## src/rtl/datareg_pkg.sv

```systemverilog
// Opcodes, FSM state encoding and default settle time shared by the
// command-byte register-file loader and its bench.
package datareg_pkg;

   typedef enum logic [1:0] {
      OP_NOP      = 2'b00,
      OP_WRITE    = 2'b01,
      OP_SELECT   = 2'b10,
      OP_READBACK = 2'b11
   } op_e;

   typedef enum logic [2:0] {
      ST_IDLE   = 3'd0,
      ST_DATA   = 3'd1,
      ST_WR     = 3'd2,
      ST_SETTLE = 3'd3,
      ST_RESP   = 3'd4
   } state_e;

   localparam int SETTLE_DEFAULT = 2;

   function automatic op_e cmd_op(input logic [7:0] cmd);
      return op_e'(cmd[7:6]);
   endfunction

endpackage

```

## src/rtl/datareg_loader.sv

```systemverilog
// Byte-stream command decoder driving a 4x8 register file: writes, read-select
// updates and settled {Da, Db} readback behind a valid/ready response port.
module datareg_loader
   import datareg_pkg::*;
#(
   parameter int SETTLE = SETTLE_DEFAULT
) (
   input  logic        clk,
   input  logic        rst_n,
   input  logic        in_valid,
   output logic        in_ready,
   input  logic [7:0]  in_data,
   output logic [7:0]  D,
   output logic [1:0]  addr,
   output logic        WE,
   output logic [1:0]  cha,
   output logic [1:0]  chb,
   input  logic [7:0]  Da,
   input  logic [7:0]  Db,
   output logic        out_valid,
   input  logic        out_ready,
   output logic [15:0] out_data,
   output logic [7:0]  frames
);

   // Counter value on which the read mux is considered settled.
   localparam logic [1:0] SETTLE_LAST = 2'(SETTLE);

   state_e      r_state;
   logic [1:0]  r_cnt;
   logic [7:0]  r_d;
   logic [1:0]  r_addr;
   logic        r_we;
   logic [1:0]  r_cha;
   logic [1:0]  r_chb;
   logic        r_out_valid;
   logic [15:0] r_out_data;
   logic [7:0]  r_frames;

   logic        w_in_ready;
   logic        w_accept;
   op_e         w_op;

   assign w_in_ready = rst_n && ((r_state == ST_IDLE) || (r_state == ST_DATA));
   assign w_accept   = in_valid && w_in_ready;
   assign w_op       = cmd_op(in_data);

   always_ff @(posedge clk or negedge rst_n) begin
      if (!rst_n) begin
         r_state     <= ST_IDLE;
         r_cnt       <= 2'd0;
         r_d         <= 8'd0;
         r_addr      <= 2'd0;
         r_we        <= 1'b0;
         r_cha       <= 2'd0;
         r_chb       <= 2'd0;
         r_out_valid <= 1'b0;
         r_out_data  <= 16'd0;
         r_frames    <= 8'd0;
      end else begin
         case (r_state)
            ST_IDLE: begin
               if (w_accept) begin
                  unique case (w_op)
                     OP_NOP: begin
                        r_frames <= r_frames + 8'd1;
                     end
                     OP_WRITE: begin
                        r_addr  <= in_data[5:4];
                        r_state <= ST_DATA;
                     end
                     OP_SELECT: begin
                        r_cha    <= in_data[3:2];
                        r_chb    <= in_data[1:0];
                        r_frames <= r_frames + 8'd1;
                     end
                     OP_READBACK: begin
                        r_cha   <= in_data[3:2];
                        r_chb   <= in_data[1:0];
                        r_cnt   <= 2'd0;
                        r_state <= ST_SETTLE;
                     end
                  endcase
               end
            end

            ST_DATA: begin
               if (w_accept) begin
                  r_d     <= in_data;
                  r_we    <= 1'b1;
                  r_state <= ST_WR;
               end
            end

            ST_WR: begin
               r_we     <= 1'b0;
               r_frames <= r_frames + 8'd1;
               r_state  <= ST_IDLE;
            end

            // Selects changed on entry; wait SETTLE edges before sampling Da/Db.
            ST_SETTLE: begin
               if (r_cnt == SETTLE_LAST) begin
                  r_out_data  <= {Da, Db};
                  r_out_valid <= 1'b1;
                  r_state     <= ST_RESP;
               end else begin
                  r_cnt <= r_cnt + 2'd1;
               end
            end

            ST_RESP: begin
               if (out_ready) begin
                  r_out_valid <= 1'b0;
                  r_frames    <= r_frames + 8'd1;
                  r_state     <= ST_IDLE;
               end
            end

            default: begin
               r_we        <= 1'b0;
               r_out_valid <= 1'b0;
               r_state     <= ST_IDLE;
            end
         endcase
      end
   end

   assign in_ready  = w_in_ready;
   assign D         = r_d;
   assign addr      = r_addr;
   assign WE        = r_we;
   assign cha       = r_cha;
   assign chb       = r_chb;
   assign out_valid = r_out_valid;
   assign out_data  = r_out_data;
   assign frames    = r_frames;

endmodule
```

## config.mk

```make
export PLATFORM = sky130hd
export DESIGN_NAME = datareg_loader
export DESIGN_NICKNAME = d
export VERILOG_FILES = /design/src/rtl/datareg_pkg.sv /design/src/rtl/datareg_loader.sv
export SDC_FILE = /design/constraint.sdc
export NUM_CORES = 1
export LEC_CHECK = 0
export CAP_MARGIN = 15
export CORE_UTILIZATION = 44
export DETAILED_ROUTE_END_ITERATION = 16
export GPL_TIMING_DRIVEN = 0
export MAX_ROUTING_LAYER = met4
export PLACE_DENSITY = 0.89
export REMOVE_ABC_BUFFERS = 1
export SYNTH_ARGS = -nofsm -noshare
export SYNTH_HDL_FRONTEND = slang
export SYNTH_SLANG_ARGS = --single-unit
```

## constraint.sdc

```tcl
create_clock -name clk -period 1.78 [get_ports clk]
set_input_delay 0.356 -clock clk [delete_from_list [all_inputs] [get_ports clk]]
set_output_delay 0.356 -clock clk [all_outputs]
set_load 0.005 [all_outputs]
```

Word-level counts from Yosys, hierarchy flattened
Cells that the tools add are included.
{"block": "classes", "add_sub_neg": 2, "n_eq_ne": 16, "n_mux": 19, "bitwise": 2, "reduce_logical": 20}
{"cell": "8-bit 2-to-1 mux", "n": 3}
{"cell": "8-bit one-hot mux with 3 select lines", "n": 1}
{"cell": "3-bit 2-to-1 mux", "n": 4}
{"cell": "2-bit inequality test, second input constant", "n": 6}
{"cell": "3-bit one-hot mux with 4 select lines", "n": 1}
{"cell": "3-bit AND reduction", "n": 3}
{"cell": "8-bit by 1-bit adder with 8-bit output, second input constant", "n": 1}
{"cell": "4-bit AND reduction", "n": 2}
{"cell": "2-bit equality test, second input constant", "n": 3}
{"cell": "3-bit by 2-bit equality test with 1-bit output, second input constant", "n": 2}
{"cell": "2-bit 2-to-1 mux", "n": 3}
{"cell": "3-bit one-hot mux with 2 select lines", "n": 1}
{"cell": "2-bit AND reduction", "n": 3}
{"cell": "3-bit OR reduction", "n": 2}
{"cell": "5-bit AND reduction", "n": 1}
{"cell": "2-bit one-hot mux with 2 select lines", "n": 1}
{"cell": "2-bit OR reduction", "n": 2}
{"cell": "3-bit by 1-bit equality test with 1-bit output, second input constant", "n": 1}
{"cell": "3-bit equality test, second input constant", "n": 1}
{"cell": "3-bit logical NOT", "n": 1}
{"cell": "1-bit 2-to-1 mux", "n": 3}
{"cell": "3-bit by 1-bit inequality test with 1-bit output, second input constant", "n": 1}
{"cell": "1-bit one-hot mux with 3 select lines", "n": 1}
{"cell": "3-bit nonzero test", "n": 1}
{"cell": "9 further kinds", "n": 11}
{"block": "word_totals", "regBits": 45, "in_bits": 28, "output_inout_bits": 41, "elab_cells": 69}

Depth between registers and ports, before layout
{"block": "logic_depth", "depth_word": 6, "depth_mapped": 6, "depth_no_buf": 6}

Worst setup path after synthesis
OpenSTA, ideal clock, no wires.
{"block": "synth_path", "kind": "register -> register", "from": "register r_state[2]", "to": "register r_cha[0], in the netlist cha[0]", "setup_ns": 0.125, "arrival_ns": 1.450, "required_ns": 1.655, "slack_ns": 0.205, "stages_incl_launch_ff": 6, "path_buffers": 2, "synth_period_minus_slack_ns": 1.575, "cell_sequence": "dfrtp_1 buf_6 nand2b_1 or4_4 buf_6 mux2_4"}
{"block": "synth_between", "elab_chain_cells": 5, "word_cells_on_any_way": 6, "cone_classes": "eq/ne: 1; reduce/logical: 5"}
{"element": "from (decl)", "line": "datareg_loader.sv:29", "source": "state_e r_state;"}
{"element": "from (signal assigned)", "line": "datareg_loader.sv:50", "source": "r_state <= ST_IDLE;"}
{"element": "from (signal assigned)", "line": "datareg_loader.sv:70", "source": "r_state <= ST_DATA;"}
{"element": "from (signal assigned)", "line": "datareg_loader.sv:81", "source": "r_state <= ST_SETTLE;"}
{"element": "3-bit by 1-bit equality test with 1-bit output / 3-bit logical NOT (equally long branches)", "line": "datareg_loader.sv:44, datareg_loader.sv:61"}
{"element": "1-bit logical OR", "line": "datareg_loader.sv:44", "source": "assign w_in_ready = rst_n && ((r_state == ST_IDLE) || (r_state == ST_DATA));"}
{"element": "1-bit logical AND", "line": "datareg_loader.sv:44"}
{"element": "1-bit logical AND", "line": "datareg_loader.sv:45", "source": "assign w_accept = in_valid && w_in_ready;"}
{"element": "3-bit AND reduction (no source line) (*)"}
{"element": "to (signal assigned)", "line": "datareg_loader.sv:73", "source": "r_cha <= in_data[3:2];"}
{"element": "to (signal assigned)", "line": "datareg_loader.sv:78", "source": "r_cha <= in_data[3:2];"}
{"element": "to (decl)", "line": "datareg_loader.sv:34", "source": "logic [1:0] r_cha;"}
Every way passes the cells marked *; elsewhere a longest branch is shown, timed or not.
A chain may end at the register's enable or synchronous reset.

Final worst setup path
{"block": "layout_path", "from": "register r_state[2]", "to": "register r_chb[1], in the netlist chb[1]"}
{"block": "layout_between", "elab_chain_cells": 5, "word_cells_on_any_way": 6, "cone_classes": "eq/ne: 1; reduce/logical: 5"}
{"element": "3-bit by 1-bit equality test with 1-bit output / 3-bit logical NOT (equally long branches)", "line": "datareg_loader.sv:44, datareg_loader.sv:61"}
{"element": "1-bit logical OR", "line": "datareg_loader.sv:44"}
{"element": "1-bit logical AND", "line": "datareg_loader.sv:44"}
{"element": "1-bit logical AND", "line": "datareg_loader.sv:45"}
{"element": "3-bit AND reduction (no source line) (*)"}
{"element": "to (signal assigned)", "line": "datareg_loader.sv:74", "source": "r_chb <= in_data[1:0];"}
{"element": "to (signal assigned)", "line": "datareg_loader.sv:79", "source": "r_chb <= in_data[1:0];"}
{"element": "to (decl)", "line": "datareg_loader.sv:35", "source": "logic [1:0] r_chb;"}
Marks and branches as above.

==> metrics <==
Worst-path clk slew=0.08 ns; Core Footprint=4090 um2; Clock Latency Late Sink=0.29 ns; drt wl/cell=14.9 um; HPWL Detailed=between 2000 and 3000 um; vias=around 1400; pre-CTS WS=-0.448 ns; Slew headroom=0.333; top cell type's share of synthesized area=0.590; largest area contributor in the netlist=dfrtp_1; CP endpoint kind=flip-flop; sequential power share=0.422; Clk pwr share=0.195; fin crit share=0.943; 1st-pass router iterations=4; final setup fails=0; HP Class=primary input to flip-flop; vias in the first global route=1414; synthesized area=1910 um2; Initial DRC Count=72; setup ws final=0.102 ns; Leak=between 1 and 1.5 nW; Worst R2R Path Depth=4; area grow syn2layout=47.9%; status=finished, final reports clean; clk_skew=0.00337 ns; die area=4600 um2; Final Hold Vio Count=0; PortBufs=68; GRT Resource Usage Total=0.200; CP bufs+invs=1; most frequent cells in the layout=clkdlybuf4s50_1 (64), dfrtp_1 (43), mux2_2 (19); hold path depth=3; synth warn=0; CP max stage cell=or4_4; peak supply drop=0.000953 V; CP Class=flip-flop to flip-flop; layout cell share with drive strength beyond 1=0.214; Final min period=1.68 ns; Final nets=~240; root buffer cell=clkbuf_8; Crit path arrival time=around 1.9 ns; clock buffer depth=2; GRT Residual Overflow=0; average cell area after synthesis=13.8 um2; Max Cap Viol=0; antenna-violating nets left=0; global-route wire length before repair=around 6400 um; NetSw=1.11 mW; CP peak stage delay=0.47 ns; Logic pwr share=0.383; Vias/cell=just over 5; Die H=67.9 um; Die X=67.9 um; Yosys reg bits=45; P per Cell Area=1460 nW/um2; crit path cell chain=buf_4, nand2b_1, or4_4, mux2_4; Antenna Cells=0; Worst path top cell family by delay=simple AND/OR/NAND/NOR gates; worst-margin pin slew=0.997 ns; CTS tree=built; CP required=1.97 ns; Max Freq=596 MHz; WP depth=4; Net Sw Frac=0.270; Final Slew Violations=0; TritonCTS Sinks=45; number of placement rows=23; share of the yosys chip area belonging to registers=0.590; most common cell after layout, fill and taps aside=clkdlybuf4s50_1; fin cells=between 200 and 300; synth unique cells=34; Ports=69; internal power=3.00 mW; GP Congestion=around 0.77; starting density of the core=0.467; RSZ-0062 raised after global routing=false; cts bufs inserted=5; CP startpoint kind=flip-flop; cells after synthesis=138; H-tree levels=2; initial antenna violation count=0; largest net degree at the start of global routing=24; synth top area cells=dfrtp_1 (59%), mux2_2 (11%), mux2_1 (4.7%); Post-Route WL=3940 um; DR DRC count=0; CP max FO=7; Post-Place Cells=251
==> final timing paths <==
check,from,to,slack [ns]
min,in_data[6],r_state[0]$_DFFE_PN0P_,0.43
min in group asynchronous,rst_n,out_data[15]$_DFFE_PN0P_,0.75
max reg2reg,r_state[2]$_DFFE_PN0P_,chb[1]$_DFFE_PN0P_,0.10
min reg2reg,frames[7]$_DFFE_PN0P_,frames[7]$_DFFE_PN0P_,0.48
max,r_state[2]$_DFFE_PN0P_,chb[1]$_DFFE_PN0P_,0.10
max in group asynchronous,rst_n,r_state[2]$_DFFE_PN0P_,0.25
==> sequential cells by signal, indices dropped and copies added, names as in the netlist <==
name,cells
D,8
WE,1
addr,2
cha,2
chb,2
frames,8
out_data,16
out_valid,1
r_cnt,2
r_state,3
==> per-stage QoR <==
step                      power [mW]  setup TNS, ns  utilization  instance area (um2)  hold slack (ns)
after global routing            4.40              0        0.691                 2820            0.420
after global placement          3.25         -93.30        0.638                 2610            0.465
after detailed placement        3.31          -8.64        0.642                 2620            0.365
after floorplan                 2.28              0            -                 1870           0.0604
final                           4.12              0        0.691                 2820            0.432
after CTS                       4.16        -0.0409        0.687                 2810            0.444
==> routing by layer <==
layer  wire, um  vias up  global-route usage  share of wire
met5          0        -                   -              0
met4         43        0              0.0599          0.011
met3        241        7              0.0700          0.061
met2       1950       47               0.309           0.50
met1       1700      675               0.247           0.43
li1           -      641                   -              -
==> what timing repair did <==
item / CTS / global route
hold endpoints to repair: 22 / 0
setup buffers: 3 / 1
endpoints found under the setup margin: 20 / 14
gates resized for setup: 8 / 3
hold buffers: 2 / 0
pin swaps: 2 / 3
==> cells in the mapped netlist (all sizes together) <==
master / n
a21oi: 3
a221oi: 1
a31oi: 1
and2: 2
and2b: 1
and3: 1
and4: 1
buf: 6
dfrtp: 45
ha: 2
inv: 1
mux2: 31
nand2: 9
nand2b: 3
nand3: 2
nand3b: 2
nand4: 6
nor2: 4
nor2b: 1
nor3: 1
nor4: 1
o21ai: 4
o22ai: 1
o41ai: 1
or4: 1
xnor2: 6
xor2: 1
==> kinds of logic after synthesis <==
group,Yosys count,share of synthesized area
adder cells (fa/ha/maj),2,0.0131
flip-flops,45,0.590
XOR/XNOR,7,0.0321
multiplexers,31,0.191
buffers and inverters,7,0.0243
AO/OA/AOI/OAI,11,0.0433
AND/OR/NAND/NOR,35,0.106
==> power by group through the flow <==
stage | combinational (mW) | sequential [mW] | clock (mW)
6_report | 1.58 | 1.74 | 0.804
3_5_place_dp | 1.54 | 1.77 | 0
4_1_cts | 1.60 | 1.74 | 0.828
3_3_place_gp | 1.51 | 1.74 | 0
5_1_grt | 1.73 | 1.81 | 0.863
2_1_floorplan | 0.522 | 1.76 | 0
==> layout make-up <==
cell class	instances	area (um2)
sequential	45	1130
timing repair buffer	75	756
clock inverter	2	37.5
inverter	1	3.75
tap	50	62.6
clock buffer	6	82.6
multi-input combinational	86	752
fill	306	1260
==> worst register-to-register path: cells and delay by family (launching register included) <==
kind / cells / cell delay [ns]
and+or+nand+nor: 2 / 0.63
DFF: 1 / 0.44
buffers and inverters: 1 / 0.18
muxes: 1 / 0.32
No activity file was read; power rests on OpenSTA's default activity.
